**config.mk**
```make
export PLATFORM = sky130hd
export DESIGN_NAME = inst_prefetch
export DESIGN_NICKNAME = d
export VERILOG_FILES = /design/src/rtl/cpu_pkg.sv /design/src/rtl/prefetch_fifo.sv /design/src/rtl/inst_prefetch.sv
export SDC_FILE = /design/constraint.sdc
export NUM_CORES = 1
export LEC_CHECK = 0
export BUFFER_PORTS_ARGS = -buffer_cell sky130_fd_sc_hd__buf_2
export CORE_UTILIZATION = 60
export CTS_CLUSTER_DIAMETER = 150
export DETAILED_ROUTE_END_ITERATION = 6
export GPL_TIMING_DRIVEN = 0
export PLACE_DENSITY = 0.83
export SYNTH_ARGS = -nofsm -noshare
export SYNTH_HDL_FRONTEND = slang
export SYNTH_SLANG_ARGS = --single-unit
```
**constraint.sdc**
```tcl
create_clock -name clk -period 3.67 [get_ports clk]
set_input_delay 0.5505 -clock clk [delete_from_list [all_inputs] [get_ports clk]]
set_output_delay 0.5505 -clock clk [all_outputs]
set_load 0.01 [all_outputs]
```
**src/rtl/cpu_pkg.sv**
```systemverilog
// Shared CPU-side types: instruction address and instruction byte widths,
// plus the tagged entry format held by the prefetch queue.
package cpu_pkg;

  localparam int AW = 5;
  localparam int DW = 8;

  typedef logic [AW-1:0] inst_addr_t;
  typedef logic [DW-1:0] inst_byte_t;

  typedef struct packed {
    inst_byte_t data;
    inst_addr_t pc;
  } fetch_entry_t;

  // Sequential fetch address; wraps at the top of instruction memory.
  function automatic inst_addr_t pc_incr(input inst_addr_t pc);
    return pc + inst_addr_t'(1);
  endfunction

endpackage

```
**src/rtl/prefetch_fifo.sv**
```systemverilog
// Tagged instruction queue. A flush empties the queue in the same cycle,
// overriding any push; a same-cycle pop has already been handed to the
// consumer, so the flush simply discards whatever remains.
module prefetch_fifo
  import cpu_pkg::*;
#(
  parameter int DEPTH = 4,
  localparam int PW = $clog2(DEPTH),
  localparam int CW = PW + 1
) (
  input  logic         clk,
  input  logic         rst,
  input  logic         push,
  input  logic         pop,
  input  logic         flush,
  input  fetch_entry_t wr_entry,
  output fetch_entry_t head,
  output logic [CW-1:0] count
);

  fetch_entry_t  mem [DEPTH];
  logic [PW-1:0] rd_ptr;
  logic [PW-1:0] wr_ptr;
  logic [CW-1:0] count_nxt;
  logic          push_ok;
  logic          pop_ok;

  // Guard against popping an empty queue; flush suppresses any write.
  assign pop_ok  = pop & (count != '0);
  assign push_ok = push & ~flush;

  assign head = mem[rd_ptr];

  // Occupancy after this cycle's push/pop, before flush is applied.
  always_comb begin
    count_nxt = count;
    if (push_ok && !pop_ok) begin
      count_nxt = count + CW'(1);
    end else if (!push_ok && pop_ok) begin
      count_nxt = count - CW'(1);
    end
  end

  // Storage is not reset; count alone decides what is valid.
  always_ff @(posedge clk) begin
    if (push_ok) begin
      mem[wr_ptr] <= wr_entry;
    end
  end

  // Pointer and occupancy tracking with flush taking priority.
  always_ff @(posedge clk or negedge rst) begin
    if (!rst) begin
      rd_ptr <= '0;
      wr_ptr <= '0;
      count  <= '0;
    end else if (flush) begin
      rd_ptr <= '0;
      wr_ptr <= '0;
      count  <= '0;
    end else begin
      if (push_ok) begin
        wr_ptr <= wr_ptr + PW'(1);
      end
      if (pop_ok) begin
        rd_ptr <= rd_ptr + PW'(1);
      end
      count <= count_nxt;
    end
  end

endmodule

```
**src/rtl/inst_prefetch.sv**
```systemverilog
// Instruction prefetch queue. Owns the fetch PC, drives the instruction
// memory address directly from a register, captures one byte per clock
// and hands tagged bytes to the CPU over a valid/ready handshake.
module inst_prefetch
  import cpu_pkg::*;
#(
  parameter int DEPTH = 4,
  localparam int CW = $clog2(DEPTH) + 1
) (
  input  logic       clk,
  input  logic       rst,
  output inst_addr_t im_addr_bus,
  input  inst_byte_t im_data_bus,
  output logic       fetch_valid,
  output inst_byte_t fetch_data,
  output inst_addr_t fetch_pc,
  input  logic       fetch_ready,
  input  logic       redirect,
  input  inst_addr_t redirect_pc
);

  localparam logic [CW-1:0] FULL = CW'(DEPTH);

  inst_addr_t    fpc;
  fetch_entry_t  head;
  fetch_entry_t  wr_entry;
  logic [CW-1:0] count;
  logic          pop;
  logic          push;

  // Memory address comes straight from the PC register so that neither
  // fetch_ready nor redirect can reach the address bus combinationally.
  assign im_addr_bus = fpc;

  assign fetch_valid = (count != '0);
  assign pop         = fetch_valid & fetch_ready;
  // A full queue still accepts a byte when the head leaves this cycle.
  assign push        = ~redirect & ((count < FULL) | pop);

  assign wr_entry.data = im_data_bus;
  assign wr_entry.pc   = fpc;

  assign fetch_data = fetch_valid ? head.data : '0;
  assign fetch_pc   = fetch_valid ? head.pc   : '0;

  prefetch_fifo #(
    .DEPTH (DEPTH)
  ) u_fifo (
    .clk      (clk),
    .rst      (rst),
    .push     (push),
    .pop      (pop),
    .flush    (redirect),
    .wr_entry (wr_entry),
    .head     (head),
    .count    (count)
  );

  // Fetch PC: redirect wins, otherwise advance on every captured byte.
  always_ff @(posedge clk or negedge rst) begin
    if (!rst) begin
      fpc <= '0;
    end else if (redirect) begin
      fpc <= redirect_pc;
    end else if (push) begin
      fpc <= pc_incr(fpc);
    end
  end

endmodule

```
; Word-level counts from Yosys, hierarchy flattened
; Memories as Yosys holds them, arrays and structs flattened.
; Cells that the tools add are included.
[totals]
inputBits = 17
register_bits = 12
word_cells = 39
mem_bits_rw = 52
memories = 1
[op_classes]
n_mux = 13
order_cmp = 1
add_sub_neg = 5
reduce_logical = 9
bitwise = 6
[mem_list]
columns = memory, words, word_bits, rd, rd_clocked_by_memory_dff, write_ports, line
row1 = u_fifo.mem, 4, 13, 1, 0, 1, prefetch_fifo.sv:21  ; fetch_entry_t mem [DEPTH];
[op_table]
columns = cell, n
row1 = $mux W5, 3
row2 = $mux W3, 3
row3 = $mux W2, 4
row4 = $mux W8, 1
row5 = $reduce_bool A2 Y1, 3
row6 = $reduce_bool A3 Y1, 2
row7 = $add A5 B1 Y5 const B, 1
row8 = $add A2 B1 Y2 const B, 2
row9 = $and A1 B1 Y1, 4
row10 = $add A3 B1 Y3 const B, 1
row11 = $lt A3 B3 Y1 const B, 1
row12 = $sub A3 B1 Y3 const B, 1
row13 = $logic_and A1 B1 Y1, 2
row14 = $logic_not A1 Y1, 2
row15 = $mux W1, 2
row16 = $not A1 Y1, 1
row17 = $or A1 B1 Y1, 1

; Depth between registers and ports, before layout
; Gate-level depths: netlist of run 1.
[depth]
ltp_word = 10
mapped_depth = 5

; By module
; A second synthesis of run 1 with hierarchy kept.
[unflattened]
hier_cells = 169
area_unflattened_um2 = 2805.2
[by_module_without_submodules]
columns = module, area_per_inst_um2, seq_area_each_um2, cells_per_inst, n_inst
row1 = prefetch_fifo, 2396.0, 1736.7, 120, 1
row2 = inst_prefetch, 409.1, 125.1, 49, 1

; Least setup slack after synthesis of run 1
; OpenSTA, ideal clock, no wires.
[synth_path]
path_type = reg-to-output
start = register u_fifo.rd_ptr[0]
end = output port fetch_data[3]
slack_ns = 1.859
t_arrival_ns = 1.261
path_stages_with_launch = 5
cell_sequence = dfrtp_1 -> buf_6 -> buf_6 -> mux4_2 -> nor2b_1
[synth_between]
elab_chain_cells = 2
[synth_lines]
columns = item, line
row1 = start: declaration, prefetch_fifo.sv:22  ; logic [PW-1:0] rd_ptr;
row2 = start signal: assignment, prefetch_fifo.sv:66  ; rd_ptr <= rd_ptr + PW'(1);
row3 = $mem_v2 Z4 W13, --
row4 = $mux W8, inst_prefetch.sv:43  ; assign fetch_data = fetch_valid ? head.data : '0;
row5 = end: declaration, inst_prefetch.sv:15  ; output inst_byte_t fetch_data,
; Every way passes these cells.

; Worst setup path in the final report of run 1
[layout_path]
start = register u_fifo.count[1]
end = output port fetch_pc[0]
[layout_between]
elab_chain_cells = 2
[layout_lines]
columns = item, line
row1 = start: declaration, prefetch_fifo.sv:18  ; output logic [CW-1:0] count
row2 = start signal: assignment, prefetch_fifo.sv:68  ; count <= count_nxt;
row3 = $reduce_bool A3 Y1, inst_prefetch.sv:35  ; assign fetch_valid = (count != '0);
row4 = $mux W5, inst_prefetch.sv:44  ; assign fetch_pc = fetch_valid ? head.pc : '0;
row5 = end: declaration, inst_prefetch.sv:16  ; output inst_addr_t fetch_pc,
; Every way passes these cells.

==> flow_summary.ini, run 1 <==
[status]
status = completed

[critical_path]
cp.required_ns = 3.12
critPathKind = flop to primary output
reg2reg_depth = 5
crit-reg2reg-capture = u_fifo.mem[1][7]
crit_path_cell_trace = or2_1 -> nor2_1 -> buf_2 -> nor2b_1 -> buf_2
crit_arrival_ns = 1.88
path_max_fanout = 10
slowest_delay_ns = 0.43
crit_path_top_delay_cell = dfrtp_1
r2r_start = u_fifo.count[2]
startpoint_type = flop
end_kind = primary output
ff2ff_setup_slack_ns = 1.75
cp_common_cell = buf_2

[synthesis]
yosys.area_share.simple = 0.0767
ys_types = 29
synthTopCellsByArea = edfxtp_1 (58%), dfrtp_1 (11%), mux4_2 (11%)
synth_area_um2 = 2690
yosysSeqAreaShare = 0.691
yosys_warnings = 0
ys_ff_latch = 64
synth_compound_area_frac = 0.0390
synth_top_family_by_area = multiplexers
synth.area.mux_share = 0.116
synth_adder_area_share = 0.0307
synth_edf_count = 52
syn_area_per_cell_um2 = 17.2
yosys.area_share.xor_xnor = 0.0130
yosysTopAreaCell = edfxtp_1
synth_cells = 157
synthArstFlopShare = 0.188
synthFlopType = edfxtp_1
syn-num-nets = 180
yosysTopAreaCellShare = 0.580

[die]
start_util = 0.650
die-area_um2 = 4760
coreArea_um2 = 4140
rows = 23
ioPinCount = 36
die_h_um = 69.0
die_width_um = 69.0

[power]
power_frac_comb = 0.320
power_leakage_uw = 0.00117
irDropWorstVdd_mv = 0.397
swShare = 0.308
powerDensity_nw_per_um2 = 716
p_sw_uw = 682
clkPwrFrac = 0.227
p_seq_frac = 0.454
p_int_uw = 1540

[cts]
insertion_delay_ns = 0.33
root_buffer = clkbuf_8
tritoncts = built
cts.sinks = 64
cts_buffers = 9
cts_htree_levels = 3
cts_hold_buf = 0
clk_path_buf_depth = 2
post_cts_resized = 0
cts_setup_buffers = 0
path_clk_slew_ns = 0.07

[drt]
route.met2.wl_um = 2370
wl_met3_um = 230
drtIter0Drc = 100
vias = 1455
met1_length_um = 1780
vias_per_cell = 5.64
drt_first_pass_iters = 4
routedWlPerCell_um = 17.2
drc = 0
top_layer = met4
wl_um = 4430
drtAntennaViolNets = 0

[global_routing]
first_global_vias = 1456
grt_overflow_total = 0
grt_max_degree = 14
grt_pass1_wl_um = 7040
grt_usage = 0.226
antenna_found_initial = 0

[timing]
finalHoldViolations = 0
setup_viol = 0
finalCritPeriodShare = 0.663
rsz0062_at_grt = false
final.setup.tns_ns = 0
fin_ws_ns = 1.24
finClkSkew_ns = 0.00696
slew_headroom = 0.533
min_period_ns = 2.43
worstMarginPinSlew_ns = 0.701
fmax_ghz = 0.411
report.final.slew_viol_count = 0

[placed_design]
pre_cts_ws_ns = 1.57
port_buffers = 35
post-dp-hpwl_um = 2980
numPlacedInstances = 242
place_congestion = 0.750

[worst_hold_path]
holdCritPathClass = input pin to async pin

[cells_and_area]
postLayoutCoreUtil = 0.747
instances_no_fill = 258
area_delta_synth_final_pct = 15.0
nets = 226
diodes = 0
n_fill_cell = 250
layout-drive-gt1-share = 0.337

[job]
cap_violations = 0
-- through the flow --
step	total power [µW]	hold slack (ns)	cell area, µm²
global route	2370	0.0936	3100
CTS	2240	0.0892	3100
finish	2220	0.0915	3100
detailed placement	1740	0.450	2930
global placement	1700	0.438	2930
floorplan	1500	0.255	2690
-- synth_stat cells, drive strengths merged, types with 2 or more instances --
library cell and n:
buf 6, nand3 2, and2 4, xor2 3, or4 2, mux4 13
ha 5, mux2i 2, nor2 8, o211ai 2, inv 8, o21ai 5
dfrtp 12, o31ai 2, nand2 5, nor2b 14, edfxtp 52, a31oi 2
a21oi 2
-- layout by cell type (no fill, tap or decap), types with 2 or more instances in the layout --
cell type / netlist / final
a21oi_1: 2 / 2
a31oi_1: 2 / 2
and2_1: 4 / 4
buf_2: 2 / 37
buf_6: 4 / 4
clkbuf_1: 1 / 3
clkbuf_8: 0 / 10
clkinv_2: 0 / 4
dfrtp_1: 12 / 12
edfxtp_1: 52 / 52
ha_1: 5 / 5
inv_1: 8 / 8
mux2i_1: 2 / 2
mux4_2: 13 / 13
nand2_1: 5 / 5
nand3_1: 2 / 2
nor2_1: 8 / 8
nor2b_1: 13 / 13
o211ai_1: 2 / 2
o21ai_0: 5 / 5
o31ai_1: 2 / 2
or4_1: 2 / 2
xor2_1: 3 / 3
-- power by group through the flow --
stage	clock (µW)	combinational (µW)	sequential (µW)
global placement	0	696	1010
floorplan	0	500	1000
global route	548	805	1020
detailed placement	0	718	1020
finish	503	709	1010
CTS	514	721	1010
-- worst max-delay path: cells and delay by family, from the launching register on --
family	cells	cell delay, ns
buf+inv	2	0.46
flops	1	0.43
simple gates	3	0.67
-- cell type report --
class | count | area, µm² | area share
Buffer | 7 | 58.8 | 0.0190
Clock buffer | 12 | 145 | 0.0469
Clock inverter | 4 | 20.0 | 0.00647
Inverter | 8 | 30.0 | 0.00970
Multi-Input combinational cell | 78 | 742 | 0.240
Sequential cell | 64 | 1860 | 0.601
Tap cell | 50 | 62.6 | 0.0202
Timing Repair Buffer | 35 | 175 | 0.0566
-- logic make-up after synthesis --
| kind of cell | count (synthesis) |
|---|---|
| muxes | 15 |
| buffers and inverters | 15 |
| AOI/OAI and AO/OA | 16 |
| xor gates and xnor gates | 4 |
| adders and majority gates | 6 |
| DFF | 64 |
| and+or+nand+nor | 37 |
-- per-layer routing --
metal,up-vias,track usage
met5,-,0
met4,0,0.115
met3,8,0.0724
met2,45,0.354
met1,716,0.282
li1,686,-
-- worst max-delay path by stage --
stage / start / to / slack [ns] / cells past startpoint
2_1_floorplan: u_fifo.rd_ptr[0] / fetch_data[3] / 1.86 / 4
5_1_grt: u_fifo.count[0] / fetch_data[2] / 1.10 / 5
6_report: u_fifo.count[1] / fetch_pc[0] / 1.24 / 5
3_3_place_gp: u_fifo.count[1] / fetch_pc[2] / 1.60 / 5
4_1_cts: u_fifo.count[0] / fetch_pc[0] / 1.24 / 5
3_5_place_dp: fetch_ready / u_fifo.mem[3][8] / 1.57 / 5
-- sequential cells by signal, indices dropped and copies added (netlist names) --
register,count
im_addr_bus,5
u_fifo.count,3
u_fifo.mem,52
u_fifo.wr_ptr,2
u_fifo.rd_ptr,2
(Power assumes the default switching activity.)
==> inputs of run 2 (changes only) <==
--- a/config.mk
+++ b/config.mk
@@ -6,11 +6,11 @@
 export NUM_CORES = 1
 export LEC_CHECK = 0
 export BUFFER_PORTS_ARGS = -buffer_cell sky130_fd_sc_hd__buf_2
-export CORE_UTILIZATION = 60
+export CORE_UTILIZATION = 56
 export CTS_CLUSTER_DIAMETER = 150
 export DETAILED_ROUTE_END_ITERATION = 6
 export GPL_TIMING_DRIVEN = 0
-export PLACE_DENSITY = 0.83
+export PLACE_DENSITY = 0.78
 export SYNTH_ARGS = -nofsm -noshare
 export SYNTH_HDL_FRONTEND = slang
 export SYNTH_SLANG_ARGS = --single-unit
==> constraint.sdc (replaced) <==
create_clock -name clk -period 2.4 [get_ports clk]
set_input_delay 0.36 -clock clk [delete_from_list [all_inputs] [get_ports clk]]
set_output_delay 0.36 -clock clk [all_outputs]
set_load 0.01 [all_outputs]
==> flow_summary.ini, run 2 (synthesis results as in run 1) <==
[worst_hold_path]
holdCritPathClass = input pin to flop
min_delay_path_depth = 3

[global_routing]
grt_overflow_total = 0
grt_pass1_wl_um = 7190
first_global_vias = 1440
grt_max_degree = 14
antenna_found_initial = 0
grt_usage = 0.200

[cts]
clk_path_buf_depth = 2
cts_buffers = 9
cts.sinks = 64
cts_htree_levels = 3
tritoncts = built
root_buffer = clkbuf_8
path_clk_slew_ns = 0.07
cts_setup_buffers = 0
insertion_delay_ns = 0.32

[drt]
routedWlPerCell_um = 17.5
drtIter0Drc = 95
drt_first_pass_iters = 6
wl_um = 4560
vias_per_cell = 5.57
vias = 1454
drtAntennaViolNets = 0
drc = 4

[cells_and_area]
final_common_cell = edfxtp_1
diodes = 0
fin_area_um2 = 3160
area_delta_synth_final_pct = 17.2
largest_register_ffs = 52
layout_common_cells = edfxtp_1 (52), buf_2 (37), mux4_2 (13), nor2b_1 (13), dfrtp_1 (12)
instances_no_fill = 261
layout-drive-gt1-share = 0.330
largest-register = u_fifo.mem
nets = 227

[job]
cap_violations = 0

[die]
die-area_um2 = 5090
rows = 24
die_width_um = 71.3
coreArea_um2 = 4470
ioPinCount = 36
die_h_um = 71.3
start_util = 0.602

[power]
swShare = 0.291
total_power_uw = 3620
clkPwrFrac = 0.273
powerDensity_nw_per_um2 = 1150
p_int_uw = 2560
p_sw_uw = 1050
irDropWorstVdd_mv = 0.637
p_seq_frac = 0.427
power_frac_comb = 0.301
power_leakage_uw = 0.00119

[status]
status = finished with violations
violations = DRC

[timing]
rsz0062_at_grt = false
worstMarginPinSlew_ns = 0.704
min_period_ns = 2.20
finClkSkew_ns = 0.00885
final.setup.tns_ns = 0
finalCritPeriodShare = 0.917
finalHoldViolations = 0
fin_ws_ns = 0.198
fmax_ghz = 0.454
slew_headroom = 0.531
report.final.slew_viol_count = 0
setup_viol = 0

[critical_path]
r2r_start = u_fifo.count[2]
crit_path_cell_trace = or2_1 -> nor2_1 -> buf_2 -> nor2b_1 -> buf_2
cp-endpoint = fetch_pc[0]
cp.required_ns = 2.04
path_max_fanout = 10
slowest_delay_ns = 0.42
crit_path_top_delay_cell = dfrtp_1
cp_common_cell = buf_2
crit_arrival_ns = 1.84
startpoint = u_fifo.count[1]
critPathKind = flop to primary output
end_kind = primary output
startpoint_type = flop
ff2ff_setup_slack_ns = 0.46
crit-reg2reg-capture = u_fifo.mem[0][0]
reg2reg_depth = 5

[placed_design]
pre_cts_ws_ns = 0.465
port_buffers = 35
placed_cell_area_um2 = 2930
numPlacedInstances = 244
post-dp-hpwl_um = 3090
place_congestion = 0.816
## run 2: routing by layer
layer / up-vias / wire length (µm) / GRT usage
met5: - / 0 / 0
met4: 0 / 120 / 0.109
met3: 13 / 189 / 0.0520
met2: 49 / 2270 / 0.333
met1: 701 / 1980 / 0.241
li1: 691 / - / -
## run 2: worst max-delay path, delay by kind of cell (launching register included)
family | cells | cell delay (ns)
DFF | 1 | 0.42
buffers and inverters | 2 | 0.45
and+or+nand+nor | 3 | 0.64
## run 2: how the worst min path moves through the flow
stage | startpoint | endpoint | slack, ns
final | redirect_pc[1] | im_addr_bus[1] | 0.24
after global routing | im_data_bus[1] | u_fifo.mem[2][6] | 0.23
after CTS | redirect_pc[2] | im_addr_bus[2] | 0.23
after detailed placement | rst | u_fifo.count[0] | 0.25
after global placement | rst | u_fifo.count[2] | 0.25
after floorplan | rst | im_addr_bus[0] | 0.06
## run 2: power groups by stage
stage	sequential [µW]	clock, µW	combinational (µW)
floorplan	1530	0	765
CTS	1540	998	1100
global placement	1540	0	1060
global route	1560	1050	1190
detailed placement	1570	0	1100
finish	1540	986	1090
## run 2: per-stage QoR
stage               utilization  hold WS (ns)
floorplan                     -        0.0644
global placement          0.655         0.247
detailed placement        0.655         0.253
CTS                       0.706         0.232
global route              0.706         0.231
finish                    0.706         0.241
## run 2: cell type report
cell class / instances / area (µm²)
buffer: 7 / 58.8
clock buffer: 13 / 149
clock inverter: 3 / 65.1
fill: 303 / 1320
inverter: 8 / 30.0
multi-input combinational: 78 / 742
sequential: 64 / 1860
tap: 52 / 65.1
timing repair buffer: 36 / 185
## run 2: what timing repair did
item,CTS,global route
hold buffers,1,0
hold endpoints to repair,12,0
resized for setup,0,0
